## config.mk

```make
export PLATFORM = sky130hd
export DESIGN_NAME = arb_mux2
export DESIGN_NICKNAME = d
export VERILOG_FILES = /design/src/rtl/arb_mux2_pkg.sv /design/src/rtl/arb2_pick.sv /design/src/rtl/arb_mux2.sv
export SDC_FILE = /design/constraint.sdc
export NUM_CORES = 1
export LEC_CHECK = 0
export BUFFER_PORTS_ARGS = -buffer_cell sky130_fd_sc_hd__buf_4
export CAP_MARGIN = 20
export CORE_MARGIN = 2
export CORE_UTILIZATION = 39
export DETAILED_ROUTE_END_ITERATION = 16
export HOLD_SLACK_MARGIN = 0.06
export PLACE_DENSITY_LB_ADDON = 0.25
export SETUP_SLACK_MARGIN = 0.2
export SYNTH_ARGS = -nofsm -noshare
export SYNTH_HDL_FRONTEND = slang
export SYNTH_HIERARCHICAL = 1
export SYNTH_SLANG_ARGS = --single-unit
```

## constraint.sdc

```tcl
create_clock -name clk -period 1.7 [get_ports clk]
set_input_delay 0.34 -clock clk [delete_from_list [all_inputs] [get_ports clk]]
set_output_delay 0.34 -clock clk [all_outputs]
set_load 0.02 [all_outputs]
```

## src/rtl/arb_mux2_pkg.sv

```systemverilog
// arb_mux2 shared constants: source indices and arbiter reset state.
// Used by arb2_pick and arb_mux2.
package arb_mux2_pkg;

  localparam logic SRC_A = 1'b0;
  localparam logic SRC_B = 1'b1;

  // B counts as the last winner so the first tie goes to A
  localparam logic LAST_GRANT_RST = SRC_B;

  typedef enum logic [1:0] {
    GNT_NONE = 2'b00,
    GNT_A    = 2'b01,
    GNT_B    = 2'b10
  } grant_e;

  function automatic logic grant_idx(input logic [1:0] g);
    return g[1] ? SRC_B : SRC_A;
  endfunction

endpackage

```

## src/rtl/arb2_pick.sv

```systemverilog
// Two-request tie-break: one-hot grant, bit0 = A, bit1 = B.
// ARB_MUX2_RR_EN selects round-robin ties; otherwise A always wins.
module arb2_pick
  import arb_mux2_pkg::*;
(
  input  logic       req_a,
  input  logic       req_b,
  input  logic       last_grant,
  output logic [1:0] grant
);

`ifndef ARB_MUX2_RR_EN
  logic unused_last_grant;
  assign unused_last_grant = last_grant;
`endif

  // pick at most one requester
  always_comb begin
    grant = GNT_NONE;
    unique case (1'b1)
      (req_a && !req_b): grant = GNT_A;
      (!req_a && req_b): grant = GNT_B;
      (req_a && req_b): begin
`ifdef ARB_MUX2_RR_EN
        grant = (last_grant == SRC_A) ? GNT_B : GNT_A;
`else
        grant = GNT_A;
`endif
      end
      default: grant = GNT_NONE;
    endcase
  end

endmodule

```

## src/rtl/arb_mux2.sv

```systemverilog
// Two-source arbiter feeding one registered output word and its select.
// Tie policy set by ARB_MUX2_RR_EN (round-robin) or fixed A priority.
module arb_mux2
  import arb_mux2_pkg::*;
#(
  parameter int WIDTH = 8
) (
  input  logic             clk,
  input  logic             rst,
  input  logic             a_valid,
  input  logic [WIDTH-1:0] a_data,
  output logic             a_ready,
  input  logic             b_valid,
  input  logic [WIDTH-1:0] b_data,
  output logic             b_ready,
  output logic             y_valid,
  output logic [WIDTH-1:0] y,
  output logic             sel,
  input  logic             y_ready
);

  logic             load;
  logic             req_a;
  logic             req_b;
  logic             last_grant;
  logic [1:0]       grant;
  logic             xfer;
  logic             win_idx;
  logic [WIDTH-1:0] win_data;

  assign load  = !y_valid || y_ready;
  assign req_a = a_valid && load && !rst;
  assign req_b = b_valid && load && !rst;

  arb2_pick u_pick (
    .req_a      (req_a),
    .req_b      (req_b),
    .last_grant (last_grant),
    .grant      (grant)
  );

  assign a_ready = grant[0];
  assign b_ready = grant[1];
  assign xfer    = a_ready || b_ready;

  // winner word and index for the output register
  always_comb begin
    win_idx  = grant_idx(grant);
    win_data = (win_idx == SRC_B) ? b_data : a_data;
  end

  // output register: load on transfer, empty on pop, hold on stall
  always_ff @(posedge clk or posedge rst) begin
    if (rst) begin
      y_valid    <= 1'b0;
      y          <= '0;
      sel        <= SRC_A;
      last_grant <= LAST_GRANT_RST;
    end else if (xfer) begin
      y_valid    <= 1'b1;
      y          <= win_data;
      sel        <= win_idx;
      last_grant <= win_idx;
    end else if (y_ready) begin
      y_valid    <= 1'b0;
    end
  end

endmodule

```

==> After elaboration in Yosys (flattened, before gate mapping) <==
Cells that the tools add are included.
Widths: inputs -> output; s select.
{ "word_totals": {"register_bits": 10, "inputBits": 21, "output_inout_bits": 12, "wordCells": 23} }
{ "classes": {"muxes": 5, "reduce_logical": 15} }
{ "op_table": {"columns": ["op", "count"], "rows": [
  ["$mux 8", 1],
  ["$logic_and 1x1->1", 7],
  ["$logic_not 1->1", 4],
  ["$pmux 2 s2", 1],
  ["$mux 1", 3],
  ["$logic_or 1x1->1", 2],
  ["$reduce_bool 2->1", 1],
  ["$reduce_or 2->1", 1]
]} }

==> Longest topological paths before layout <==
{ "logic_depth": {"word_depth": 10, "ltp_mapped": 7, "mapped_depth_nobuf": 5} }

==> Hierarchy <==
Netlist, hierarchy kept.
{ "by_module_without_submodules": {"columns": ["module", "n_inst", "cells_per_inst", "area_per_inst_um2", "seq_area_each_um2"], "rows": [
  ["arb_mux2", 1, 46, 504.2, 276.5],
  ["arb2_pick", 1, 2, 10.0, 0.0]
]} }

==> Worst setup path after synthesis <==
OpenSTA, ideal clock, no wires.
{ "synth_path": {"path_kind": "register -> register", "from": "register y_valid", "to": "register y[6]", "setup_ns": 0.076, "arrival_ns": 1.640, "required_ns": 1.624, "slack_ns": -0.016, "path_stages_with_launch": 8, "n_path_buf": 2, "synth_period_minus_slack_ns": 1.716, "path_cell_list": "dfrtp_1 nor2b_1 nor3b_1 nor2b_1 buf_6 buf_2 nand2_1 o21ai_1"} }
{ "synth_between": {"elab_chain_cells": 10, "elab_cells_between_ends": 16, "cone_classes": "mux (3); reduce/logical (13)"} }
{ "synth_lines": {"columns": ["element", "line", "text"], "rows": [
  ["start, declared", "arb_mux2.sv:16", "output logic y_valid,"],
  ["start signal, assigned", "arb_mux2.sv:55", "y_valid <= 1'b0;"],
  ["start signal, assigned", "arb_mux2.sv:60", "y_valid <= 1'b1;"],
  ["start signal, assigned", "arb_mux2.sv:65", "y_valid <= 1'b0;"],
  ["$logic_not 1->1 *", "arb_mux2.sv:31", "assign load = !y_valid || y_ready;"],
  ["$logic_or 1x1->1 *", "arb_mux2.sv:31", null],
  ["$logic_and 1x1->1 * (2 in a row)", "arb_mux2.sv:33", "assign req_b = b_valid && load && !rst;"],
  ["net req_b", "arb_mux2.sv:24", "logic req_b;"],
  ["$logic_not 1->1", "arb2_pick.sv:21", "(req_a && !req_b): grant = GNT_A;"],
  ["$logic_and 1x1->1", "arb2_pick.sv:21", null],
  ["$reduce_or 2->1 (no source line)", null, null],
  ["$pmux 2 s2 *", "arb2_pick.sv:20", "unique case (1'b1)"],
  ["net b_ready", "arb_mux2.sv:15", "output logic b_ready,"],
  ["$mux 1", "arb_mux2_pkg.sv:18", "return g[1] ? SRC_B : SRC_A;"],
  ["$mux 8", "arb_mux2.sv:49", "win_data = (win_idx == SRC_B) ? b_data : a_data;"],
  ["end signal, assigned", "arb_mux2.sv:61", "y <= win_data;"],
  ["end, declared", "arb_mux2.sv:17", "output logic [WIDTH-1:0] y,"]
]} }
The timed path passes the listed nets; every way through them passes the cells marked *.
A chain may end at the register's enable or synchronous reset.

==> Worst setup path after layout <==
{ "layout_path": {"from": "register y_valid", "to": "output port b_ready"} }
{ "layout_between": {"elab_chain_cells": 8, "elab_cells_between_ends": 13, "cone_classes": "mux (1); reduce/logical (12)"} }
{ "layout_lines": {"columns": ["element", "line"], "rows": [
  ["$logic_not 1->1 *", "arb_mux2.sv:31"],
  ["$logic_or 1x1->1 *", "arb_mux2.sv:31"],
  ["$logic_and 1x1->1 (2 in a row)", "arb_mux2.sv:33"],
  ["$logic_not 1->1", "arb2_pick.sv:21"],
  ["$logic_and 1x1->1", "arb2_pick.sv:21"],
  ["$reduce_or 2->1 (no source line)", null],
  ["$pmux 2 s2 *", "arb2_pick.sv:20"],
  ["end, declared", "arb_mux2.sv:15"]
]} }
Mark *: on every way between the ends. The rest lies on a longest branch, timed or not.

==> out/qor.txt <==
Avg Cell Area, Syn -> 10.4 um2
Port Buffers -> 32
Final period utilization -> 0.982
Floorplan Core Area -> 1130 um2
CTS root buffer -> clkbuf_4
Post-Route WL -> 1170 um
Drc violations -> 0
Largest net degree at the start of global routing -> 11
Post-Syn Area -> 480 um2
GPL Wtd Cong -> 0.607
Final Cell Area -> 856 um2
Reg-to-reg slack, setup -> 110 ps
FF-to-FF End -> y_valid
Startpoint Class -> register
Overall power -> 0.836 mW
Most common cell after layout, fill and taps aside -> buf_4
Max VDD drop -> 0.576 mV
CTS Buf Count -> 3
Syn. warnings -> 6
Final setup vio count -> 0
Power per cell area -> 977 nW/um2
Clock tree buffer depth -> 2
Top-Level Pins -> 33
DR vias/cell -> 4.73
DRT Pass-1 Iters -> 3
Die area -> 1530 um2
Min Tclk post-route -> 1670 ps
Initial Utilization -> 0.427
Max-slew violation count -> 0
Site Rows -> 12
Sum Neg Setup Slack -> 0 ps
Most frequent CP cell -> nor2b_4
Global route overflow -> 0
Fmax -> 599 MHz
Crit end category -> primary output
Mapped Nets -> 67
Critical Path AT -> 1330 ps
Leakage -> 0.426 nW
Status -> completed
Final hold slack -> 72.3 ps
Fin cells -> 100
Crit path cell chain -> nor2b_4 -> nor3b_4 -> nor2b_4 -> buf_6
CTS Hold Bufs -> 0
Peak fanout along the critical path -> 4
Final nets -> 108
FF-to-FF Start -> y_valid
Worst Tran Pin Value -> 362 ps
Initial antenna violation count -> 0
Endpoints failing hold -> 0
Die height -> 39.1 um
Gr usage total -> 0.181
CP max stage cell -> dfrtp_2
DP Area -> 757 um2
Global-route wire length before repair -> 1740 um
Ratio of cells with drive above 1 in the final layout -> 0.593
Post-Synthesis Cells -> 46
Clock skew after layout -> 6.12 ps
WS Path Type -> reg -> out
Highest-count cells in the layout ignoring fill and taps -> 37 x buf_4, 9 x dfrtp_1, 8 x nand2_1, 8 x o21ai_1, 7 x mux2i_1
Vias in the first global route -> 429
Clock sinks -> 10
Max-Cap Viols -> 0
CTS tree -> yes
Dpl hpwl -> 840 um
Via count -> 473
Crit path required time -> 1360 ps
P&R area growth vs syn -> 78.1%
R2R depth -> 5
Relative slew slack -> 0.758
ANT nets after route -> 0
Routed len/inst -> 11.7 um
RSZ-0062 raised after global routing -> yes
CTS clk-pin slew, worst paths -> 70 ps
CTS HTree Levels -> 1
Delay of the slowest critical-path stage -> 400 ps
ANT cells -> 0
1st-iter DRT viols -> 8
Die width -> 39.1 um
Placed Cells -> 91
Clk Latency, worst-skew pair -> 270 ps
HP Class -> in -> async
worst max path at each step:
stage / startpoint / to / slack (ps) / depth (start not counted)
4_1_cts: y_valid / b_ready / 70 / 4
2_1_floorplan: y_valid / y_valid / 190 / 5
3_5_place_dp: y_valid / b_ready / 150 / 4
6_report: y_valid / b_ready / 30 / 4
3_3_place_gp: y_valid / b_ready / 240 / 4
5_1_grt: y_valid / b_ready / -30 / 4
final cells by class:
class                   count  area [um2]
clock buffers               4        36.3
fillers                    78         270
inverters                   2        7.51
multi-input cells          30         231
flip-flops and latches     10         251
well taps                  14        17.5
repair buffers             40         312
per-layer routing:
layer | track usage | routed length, um | share of wire | vias to the layer above
met1 | 0.187 | 421 | 0.36 | 211
met3 | 0.0347 | 72 | 0.062 | 4
met5 | 0 | 0 | 0 | -
li1 | - | - | - | 236
met2 | 0.321 | 643 | 0.55 | 22
met4 | 0.129 | 29 | 0.025 | 0
registers in the layout, indices dropped and copies added (netlist names):
name and count:
y_valid 1, sel 1, y 8
power breakdown:
| group | total (mW) | internal, mW | leakage, nW | switching (mW) |
|---|---|---|---|---|
| Combinational | 0.310 | 0.161 | 0.285 | 0.149 |
| Sequential | 0.314 | 0.287 | 0.120 | 0.0269 |
| Clock | 0.212 | 0.130 | 0.0210 | 0.0824 |
repair_timing:
action | 4_1_cts | 5_1_grt
setup endpoints to repair | 2 | 12
pin swaps | 1 | 0
resized for setup | 2 | 4
buffers inserted | 4 | 1
through the flow:
step	util	setup slack [ps]
floorplan	-	190
global placement	0.672	240
detailed placement	0.672	147
CTS	0.739	74.7
global route	0.760	-26.6
finish	0.760	29.9
worst max-delay path: cells and delay by family, from the launching register on:
family        cells  cell delay [ps]
simple gates      3              530
flops             1              400
buf+inv           1              140
(Power assumes the default switching activity.)
